==> src/rtl/serial_add_scheduler.sv <==
// Round-robin front end for one bit-serial adder shared by two clients.
// Load, WIDTH shift cycles, then a single done cycle publishes the result.
module serial_add_scheduler #(
  parameter int WIDTH = 8,
  parameter int CNT_W = 4
) (
  input  logic             clk,
  input  logic             rst_n,
  input  logic [1:0]       req,
  input  logic [WIDTH-1:0] a0,
  input  logic [WIDTH-1:0] b0,
  input  logic [WIDTH-1:0] a1,
  input  logic [WIDTH-1:0] b1,
  output logic [1:0]       ack,
  output logic             busy,
  output logic             done,
  output logic [WIDTH-1:0] sum,
  output logic             cout,
  output logic             owner
);

  typedef enum logic [1:0] {
    IDLE,
    SHIFT,
    DONE
  } state_t;

  localparam logic [CNT_W-1:0] LAST = CNT_W'(WIDTH - 1);

  state_t           state;
  state_t           state_nx;
  logic [WIDTH-1:0] ra;
  logic [WIDTH-1:0] rb;
  logic [WIDTH-1:0] sr;
  logic [WIDTH-1:0] sr_nx;
  logic [CNT_W-1:0] cnt;
  logic             c;
  logic             s;
  logic             cn;
  logic             rr;
  logic             pend;
  logic             go;
  logic             g;
  logic             last;

  assign s     = ra[0] ^ rb[0] ^ c;
  assign cn    = (ra[0] & rb[0]) | (ra[0] & c) | (rb[0] & c);
  assign sr_nx = {s, sr[WIDTH-1:1]};
  assign last  = (cnt == LAST);

  // Contention falls to rr; a lone request wins outright.
  assign g  = req[1] & (~req[0] | rr);
  assign go = (state == IDLE) && (req != 2'b00);

  assign busy = (state != IDLE);
  assign done = (state == DONE);

  always_comb begin
    state_nx = state;
    unique case (state)
      IDLE:    if (go) state_nx = SHIFT;
      SHIFT:   if (last) state_nx = DONE;
      DONE:    state_nx = IDLE;
      default: state_nx = IDLE;
    endcase
  end

  always_ff @(posedge clk or negedge rst_n) begin
    if (!rst_n) begin
      state <= IDLE;
    end else begin
      state <= state_nx;
    end
  end

  always_ff @(posedge clk or negedge rst_n) begin
    if (!rst_n) begin
      ra    <= '0;
      rb    <= '0;
      sr    <= '0;
      cnt   <= '0;
      c     <= 1'b0;
      ack   <= 2'b00;
      pend  <= 1'b0;
      rr    <= 1'b0;
      sum   <= '0;
      cout  <= 1'b0;
      owner <= 1'b0;
    end else begin
      ack <= 2'b00;
      unique case (state)
        IDLE: begin
          if (go) begin
            ra   <= g ? a1 : a0;
            rb   <= g ? b1 : b0;
            c    <= 1'b0;
            cnt  <= '0;
            ack  <= g ? 2'b10 : 2'b01;
            pend <= g;
          end
        end
        SHIFT: begin
          ra  <= ra >> 1;
          rb  <= rb >> 1;
          c   <= cn;
          sr  <= sr_nx;
          cnt <= cnt + 1'b1;
          if (last) begin
            sum   <= sr_nx;
            cout  <= cn;
            owner <= pend;
          end
        end
        DONE: begin
          rr <= ~owner;
        end
        default: begin
          rr <= rr;
        end
      endcase
    end
  end

endmodule
==> config.mk <==
export PLATFORM = sky130hd
export DESIGN_NAME = serial_add_scheduler
export DESIGN_NICKNAME = d
export VERILOG_FILES = /design/src/rtl/serial_add_scheduler.sv
export SDC_FILE = /design/constraint.sdc
export NUM_CORES = 1
export LEC_CHECK = 0
export BUFFER_PORTS_ARGS = -buffer_cell sky130_fd_sc_hd__clkbuf_2
export CORE_UTILIZATION = 35
export CTS_BUF_LIST = sky130_fd_sc_hd__clkbuf_16
export CTS_CLUSTER_DIAMETER = 120
export DETAILED_ROUTE_END_ITERATION = 6
export HOLD_SLACK_MARGIN = 0.05
export PLACE_DENSITY_LB_ADDON = 0.25
export SLEW_MARGIN = 20
export SYNTH_ARGS = -nofsm -noshare
export SYNTH_HDL_FRONTEND = slang
export SYNTH_SLANG_ARGS = --single-unit
==> constraint.sdc <==
create_clock -name clk -period 1.7 [get_ports clk]
set_input_delay 0.085 -clock clk [delete_from_list [all_inputs] [get_ports clk]]
set_output_delay 0.085 -clock clk [all_outputs]
set_load 0.05 [all_outputs]
==> run summary, run 1 <==
Hold Path Depth = 3
CTS sink cnt = 44
Avg Synthesized Cell Area = 11.10 um^2
die area = 6111 um^2
WS Path Type = reg2reg
maximum vdd drop = 0.8225 mV
PwrDens = 1686 nW/um^2
synth warn = 0
Die W = 78.17 um
R2R Setup Slk = 0.21 ns
min-delay src = b1[2]
Antenna Cells = 0
total grt overflow = 0
die height = 78.17 um
largest cells by area after synthesis = dfrtp_1 54%, mux2_4 6.7%, a32oi_1 6.0%
initial antenna violation count = 0
PortBufs = 49
CP Data Arrival Time = 1.65 ns
Initial Util = 36.65%
Core Box Area = 5540 um^2
max frequency = 669.2 MHz
endpoint type of the worst setup path = flop
DRC = 0
dpl cells = 308
total global-route track usage = 15.89%
setup ws final = 0.2058 ns
commonest non-fill, non-tap cell in the layout = clkbuf_2
Max Cap Viol = 0
Critical R2R Launch = cnt[0]
clk_lat worst skew = 0.27 ns
drt first-iter violations = 40
global-route wire length before repair = 7.603 mm
slowest stage delay, CP = 0.38 ns
post-synthesis cell type count = 35
Min-Delay Endpoint = rb[2]
Post-Syn Area = 2031 um^2
RSZ-0062 raised after global routing = no
CTS max path bufs = 2
Gate Count Post-Synth = 183
nets = 286
R2R cell count = 5
share of cells above drive strength 1 = 34.54%
WL/cell = 13.32 um
Hold WC Path Type = in2reg
Slew @ Worst Pin = 0.5515 ns
Non-Filler Instances = 321
Place WS = 0.2007 ns
final weighted congestion in routability-driven placement = 0.7709
first drt pass iteration count = 4
number of global-route vias before repair = 1,645
Vias = 1,591
startpoint types = flop
crit path time final = 1.494 ns
number of core rows = 27
RR Endpoint = sum[0]
Slew Limit Headroom = 63.02%
P&R area growth vs syn = 28.96%
CP required = 1.86 ns
hpwl dp = 3.163 mm
area leader, netlist = dfrtp_1
Crit Path Max Fanout = 7
Post-Syn Nets = 221
Worst path slowest cell = dfrtp_1
CTS buffer count = 5
sequential element share of the synthesized area = 54.22%
crit share post-route = 87.90%
DRT Wirelength = 4.276 mm
post-route ant nets = 0
Clock transition at path regs = 0.06 ns
clk root buf = clkbuf_16
largest net degree at the start of global routing = 28
Final Hold Viols = 0
#FFs+latches synth = 44
static leakage = 1.302 nW
Final Skew = 0.003264 ns
Setup violations, final = 0
Slew Viols, Final = 0
CTS tree = yes
Synth top area share = 54.22%
drt via density = 4.956
setup TNS = 0 ns
H-tree depth = 2
status = finished clean
commonest non-fill, non-tap cells in the layout = 49 x clkbuf_2, 44 x dfrtp_1, 27 x nand2_1
I/O pins = 50
CP cell instances = ha_1 -> nand2_1 -> nor3_2 -> buf_4 -> mux2_1
critical path: cells and delay by family, from the launching register on:
kind	cells	cell delay [ns]
flops	1	0.38
mux	1	0.32
simple gates	2	0.25
buf+inv	1	0.22
fa+ha+maj	1	0.19
cell families after synthesis:
group                      synth area share (%)
AOI/OAI and AO/OA                         19.72
DFF                                       54.22
and+or+nand+nor                           10.23
buffers and inverters                     6.038
muxes                                     8.195
adders and majority gates                 1.602
sequential cells by signal, indices dropped and copies added, names as in the netlist, 2 cells and up:
register	flops
cnt	4
ra	8
state	2
ack	2
sr	7
rb	8
sum	8
how the worst max path moves through the flow:
stage | start | endpoint | slack (ns) | cells after the start
finish | cnt[0] | sum[0] | 0.21 | 5
global route | cnt[0] | sum[0] | 0.06 | 5
CTS | cnt[0] | sum[0] | 0.18 | 5
detailed placement | cnt[0] | sum[0] | 0.20 | 5
global placement | cnt[0] | sum[0] | 0.21 | 5
floorplan | state[1] | cout | 0.28 | 4
final cells by class:
type | instances | area [um^2]
Inverter | 17 | 63.81
Fill cell | 552 | 2922
Clock inverter | 3 | 11.26
Clock buffer | 5 | 125.1
Multi-Input combinational cell | 111 | 807.0
Timing Repair Buffer | 69 | 420.4
Sequential cell | 44 | 1101
Tap cell | 72 | 90.09
layer usage:
| layer | track usage [%] | wire, um | up-vias |
|---|---|---|---|
| li1 | - | - | 786 |
| met1 | 21.56 | 2043 | 761 |
| met2 | 25.18 | 1991 | 42 |
| met3 | 4.302 | 224 | 2 |
| met4 | 3.889 | 16 | 0 |
| met5 | 0 | 0 | - |
Yosys cell counts (all sizes together):
master       count
and2b            1
inv             16
nor2             3
dlygate4sd1      1
fa               1
o31ai            1
o21ai           22
buf              5
a221o            2
a2bb2oi          1
nand2b           2
nor3             2
and2             1
clkbuf           5
nand2           27
a32oi           14
dfrtp           44
mux2i            2
nand4            1
nor2b            1
nor3b            1
nand3            1
o211ai          14
o21a             2
ha               1
mux2            10
clkinv           1
a21boi           1
through the flow:
step	util, %	total power (W)	hold WS [ns]	instance area (um^2)
after floorplan	-	0.003041	-0.2106	2031
after global placement	43.90	0.003538	0.07132	2432
after detailed placement	43.90	0.003574	0.06641	2432
after CTS	47.27	0.004477	0.05208	2619
after global routing	47.27	0.004742	0.06487	2619
final	47.27	0.004415	0.05511	2619
power breakdown:
part / total [W] / internal, W / switching, W
sequential: 0.00175 / 0.00147 / 0.000275
combinational: 0.00178 / 0.000713 / 0.00107
clock: 0.000886 / 0.000528 / 0.000358
what timing repair did:
action,CTS,global route
endpoints found under the hold margin,19,0
hold buffers,5,0
buffers inserted,0,0
gates resized for setup,0,0
(Power assumes the default switching activity.)
==> run 2, diff against run 1 <==
Settings changed: RECOVER_POWER from default to 25.
==> run summary, run 2 (synthesis results as in run 1) <==
Antenna Cells = 0 (unchanged)
initial antenna violation count = 0 (unchanged)
crit path time final = 1.494 ns (unchanged)
hpwl dp = 3.163 mm (unchanged)
RSZ-0062 raised after global routing = no (unchanged)
Initial Util = 36.65% (unchanged)
min-delay src = b1[2] (unchanged)
CP Data Arrival Time = 1.65 ns (about the same)
setup ws final = 0.2058 ns (unchanged)
I/O pins = 50 (unchanged)
filler cell count = 553 (was 552)
share of cells above drive strength 1 = 34.14% (was 34.54%)
commonest non-fill, non-tap cells in the layout = 48 x clkbuf_2, 44 x dfrtp_1, 27 x nand2_1 (was 49 x clkbuf_2, 44 x dfrtp_1, 27 x nand2_1)
Hold Path Depth = 3 (unchanged)
total grt overflow = 0 (unchanged)
nets = 286 (unchanged)
drt first-iter violations = 40 (unchanged)
R2R cell count = 5 (unchanged)
DRC = 0 (unchanged)
# hold bufs at CTS = 5 (unchanged)
CP required = 1.86 ns (about the same)
H-tree depth = 2 (unchanged)
global-route wire length before repair = 7.603 mm (unchanged)
Crit Path Max Fanout = 7 (unchanged)
endpoint type of the worst setup path = flop (unchanged)
static leakage = 1.299 nW (was 1.302 nW)
PwrDens = 1686 nW/um^2 (about the same)
Place WS = 0.2007 ns (unchanged)
Vias = 1,591 (unchanged)
Max Cap Viol = 0 (unchanged)
CTS resizes = 0 (unchanged)
Non-Filler Instances = 321 (unchanged)
status = finished clean (unchanged)
largest net degree at the start of global routing = 28 (unchanged)
setup TNS = 0 ns (unchanged)
maximum vdd drop = 0.8225 mV (about the same)
Die W = 78.17 um (unchanged)
dpl cells = 308 (unchanged)
clk_lat worst skew = 0.27 ns (about the same)
startpoint types = flop (unchanged)
total power = 0.004414 W (was 0.004415 W)
RR Endpoint = sum[0] (unchanged)
crit share post-route = 87.90% (unchanged)
WS Path Type = reg2reg (unchanged)
Hold WC Path Type = in2reg (unchanged)
clk root buf = clkbuf_16 (unchanged)
Clock transition at path regs = 0.06 ns (about the same)
CTS buffer count = 5 (unchanged)
Final Skew = 0.003264 ns (unchanged)
Core Box Area = 5540 um^2 (unchanged)
Setup violations, final = 0 (unchanged)
first drt pass iteration count = 4 (unchanged)
Min-Delay Endpoint = rb[2] (unchanged)
PortBufs = 49 (unchanged)
CTS max path bufs = 2 (unchanged)
max frequency = 669.2 MHz (unchanged)
R2R Setup Slk = 0.21 ns (about the same)
Slew Limit Headroom = 30.99% (was 63.02%)
CTS sink cnt = 44 (unchanged)
post-route ant nets = 0 (unchanged)
CTS tree = yes (unchanged)
total global-route track usage = 15.89% (unchanged)
drt via density = 4.956 (unchanged)
WL/cell = 13.32 um (about the same)
Critical R2R Launch = cnt[0] (unchanged)
commonest non-fill, non-tap cell in the layout = clkbuf_2 (unchanged)
die height = 78.17 um (unchanged)
number of global-route vias before repair = 1,645 (unchanged)
setup bufs post-CTS = 0 (unchanged)
Regs by FF count = ra (8), rb (8), sum (8) (unchanged)
Final Hold Viols = 0 (unchanged)
P&R area growth vs syn = 28.90% (was 28.96%)
number of core rows = 27 (unchanged)
final weighted congestion in routability-driven placement = 0.7709 (unchanged)
die area = 6111 um^2 (unchanged)
Slew @ Worst Pin = 1.035 ns (was 0.5515 ns)
DRT Wirelength = 4.275 mm (was 4.276 mm)
Slew Viols, Final = 0 (unchanged)
-- run 2: area by class of cell --
class | count | area, um^2 | area share [%]
clock buffer | 5 | 125.1 | 4.780
clock inverter | 3 | 11.26 | 0.4302
inverter | 17 | 63.81 | 2.438
multi-input combinational | 111 | 807.0 | 30.83
sequential | 44 | 1101 | 42.07
tap | 72 | 90.09 | 3.442
timing repair buffer | 69 | 419.2 | 16.01
-- run 2: how the worst max path moves through the flow --
stage	start	to	slack (ns)	depth (start not counted)
6_report	cnt[0]	sum[0]	0.21	5
3_5_place_dp	cnt[0]	sum[0]	0.20	5
2_1_floorplan	state[1]	cout	0.28	4
4_1_cts	cnt[0]	sum[0]	0.18	5
3_3_place_gp	cnt[0]	sum[0]	0.21	5
5_1_grt	cnt[0]	sum[0]	0.06	5
-- run 2: through the flow --
| stage | hold slack, ns | instance area, um^2 | util, % |
|---|---|---|---|
| after floorplan | -0.2106 | 2031 | - |
| after global placement | 0.07132 | 2432 | 43.90 |
| after detailed placement | 0.06641 | 2432 | 43.90 |
| after CTS | 0.05208 | 2619 | 47.27 |
| after global routing | 0.06487 | 2618 | 47.24 |
| final | 0.05511 | 2618 | 47.24 |
-- run 2: layer usage --
| metal | up-vias | part of all wire [%] | global-route usage (%) |
|---|---|---|---|
| met5 | - | 0 | 0 |
| met4 | 0 | 0.37 | 3.889 |
| met3 | 2 | 5.2 | 4.302 |
| met2 | 42 | 47 | 25.18 |
| met1 | 761 | 48 | 21.56 |
| li1 | 786 | - | - |
-- run 2: where the power goes --
group,internal (W),switching (W),leakage (nW)
clock,0.000528,0.000358,0.0738
combinational,0.000713,0.00107,0.662
sequential,0.00147,0.000275,0.564
total,0.00271,0.00170,1.30
-- run 2: critical path, stage by stage, from the launching register on --
cell	delay [ns]
dfrtp_1	0.38
ha_1	0.19
nand2_1	0.08
nor3_2	0.17
buf_4	0.22
mux2_1	0.32
==> run 3, diff against run 2 <==
Settings changed: CTS_BUF_LIST sky130_fd_sc_hd__clkbuf_16 to default.
==> run summary, run 3 (synthesis results as in run 1) <==
CTS max path bufs = 2 (unchanged)
crit path time final = 1.490 ns (was 1.494 ns)
hpwl dp = 3.163 mm (unchanged)
I/O pins = 50 (unchanged)
WP depth = 5 (unchanged)
CP Data Arrival Time = 1.68 ns (was 1.65 ns)
nets = 304 (was 286)
total grt overflow = 0 (unchanged)
number of global-route vias before repair = 1,694 (was 1,645)
Slew @ Worst Pin = 1.031 ns (was 1.035 ns)
Slew Viols, Final = 0 (unchanged)
max frequency = 671.0 MHz (was 669.2 MHz)
P_sw = 0.001702 W (was 0.001704 W)
Reg area = 1101 um^2 (unchanged)
Pint = 0.002538 W (was 0.002711 W)
Worst path slowest cell = dfrtp_1 (unchanged)
Final Skew = 0.003934 ns (was 0.003264 ns)
commonest non-fill, non-tap cell in the layout = clkbuf_2 (unchanged)
Hold Path Depth = 3 (unchanged)
Seq pwr share = 41.1% (was 39.5%)
CTS tree = yes (unchanged)
R2R cell count = 5 (unchanged)
DRC = 0 (unchanged)
R2R Setup Slk = 0.21 ns (about the same)
power share of the clock group = 16.1% (was 20.1%)
Regs by FF count = ra (8), rb (8), sum (8) (unchanged)
maximum vdd drop = 0.7002 mV (was 0.8225 mV)
final weighted congestion in routability-driven placement = 0.7709 (unchanged)
startpoint types = flop (unchanged)
status = finished clean (unchanged)
number of core rows = 27 (unchanged)
drt via density = 4.959 (was 4.956)
RSZ-0062 raised after global routing = no (unchanged)
CP cell instances = ha_1 -> nand2_1 -> nor3_2 -> buf_4 -> mux2_1 (unchanged)
endpoint type of the worst setup path = flop (unchanged)
Max Cap Viol = 0 (unchanged)
H-tree depth = 2 (unchanged)
static leakage = 1.346 nW (was 1.299 nW)
filler cell count = 543 (was 553)
Hold WC Path Type = in2reg (unchanged)
PortBufs = 49 (unchanged)
Die W = 78.17 um (unchanged)
Slew Limit Headroom = 31.28% (was 30.99%)
post-route ant nets = 0 (unchanged)
Setup violations, final = 0 (unchanged)
Clock transition at path regs = 0.08 ns (was 0.06 ns)
Antenna Cells = 0 (unchanged)
setup TNS = 0 ns (unchanged)
CP required = 1.89 ns (was 1.86 ns)
combinational power share = 42.9% (was 40.4%)
WS Path Type = reg2reg (unchanged)
commonest non-fill, non-tap cells in the layout = 48 x clkbuf_2, 44 x dfrtp_1, 27 x nand2_1 (unchanged)
CTS resizes = 0 (unchanged)
total power = 0.004240 W (was 0.004414 W)
PwrDens = 1541 nW/um^2 (was 1686 nW/um^2)
initial antenna violation count = 0 (unchanged)
first drt pass iteration count = 4 (unchanged)
clk root buf = clkbuf_8 (was clkbuf_16)
DRT Wirelength = 4.541 mm (was 4.275 mm)
Top delay family on crit path = flip-flops (unchanged)
share of cells above drive strength 1 = 32.21% (was 34.14%)
Final Hold Viols = 0 (unchanged)
drt first-iter violations = 46 (was 40)
Initial Util = 36.65% (unchanged)
WL/cell = 13.40 um (was 13.32 um)
slowest stage delay, CP = 0.39 ns (was 0.38 ns)
WP buf/inv = 1 (unchanged)
Hold WS = 0.05648 ns (was 0.05511 ns)
largest net degree at the start of global routing = 28 (unchanged)
die height = 78.17 um (unchanged)
P&R area growth vs syn = 35.49% (was 28.90%)
CTS buffer count = 5 (unchanged)
CTS sink cnt = 44 (unchanged)
Crit Path Max Fanout = 7 (unchanged)
setup bufs post-CTS = 0 (unchanged)
global-route wire length before repair = 7.983 mm (was 7.603 mm)
crit share post-route = 87.67% (was 87.90%)
clk_lat worst skew = 0.30 ns (was 0.27 ns)
die area = 6111 um^2 (unchanged)
sw frac = 40.15% (was 38.59%)
multi-input logic area = 807.0 um^2 (unchanged)
Core Box Area = 5540 um^2 (unchanged)
total global-route track usage = 17.16% (was 15.89%)
Vias = 1,681 (was 1,591)
-- run 3: worst min-delay path, cell delays in order --
cell,delay (ns)
clkbuf_2,0.08
a32oi_1,0.08
o211ai_1,0.07
-- run 3: area by class of cell --
type | count | share of cell area [%]
flip-flops and latches | 44 | 40.02
multi-input cells | 111 | 29.33
repair buffers | 87 | 21.78
clock buffers | 8 | 3.274
well taps | 72 | 3.274
inverters | 17 | 2.319
-- run 3: per-stage QoR --
stage                     cell area (um^2)  instances  util (%)  setup slack, ns
after floorplan                       2031        183         -           0.2792
after global placement                2432        308     43.90           0.2136
after detailed placement              2432        308     43.90           0.2007
after CTS                             2753        339     49.68           0.1810
after global routing                  2751        339     49.66          0.04922
final                                 2751        339     49.66           0.2096
-- run 3: timing repair --
action | in CTS | in global routing
setup endpoints to repair | 0 | 0
hold buffers | 23 | 0
endpoints found under the hold margin | 32 | 0
-- run 3: path summary, 6_finish.rpt --
| path | startpoint | to |
|---|---|---|
| max in group asynchronous | rst_n | rb[5] |
| min in group asynchronous | rst_n | sum[1] |
| setup / recovery | cnt[0] | sum[0] |
| hold reg to reg | sr[1] | sr[1] |
| setup reg to reg | cnt[0] | sum[0] |
| hold / removal | a0[4] | ra[4] |
-- run 3: power groups by stage --
stage / registers (W) / logic [W] / clock network (W)
after detailed placement: 0.00177 / 0.00181 / 0
after global placement: 0.00175 / 0.00178 / 0
after global routing: 0.00180 / 0.00202 / 0.000753
after CTS: 0.00175 / 0.00185 / 0.000697
after floorplan: 0.00207 / 0.000969 / 0
final: 0.00174 / 0.00182 / 0.000681
-- run 3: layer usage --
layer	part of all wire [%]	vias to the layer above	track usage [%]
met5	0	-	0
met4	1.2	0	5.000
met3	5.9	6	5.814
met2	47	50	27.28
met1	46	807	22.11
li1	-	818	-
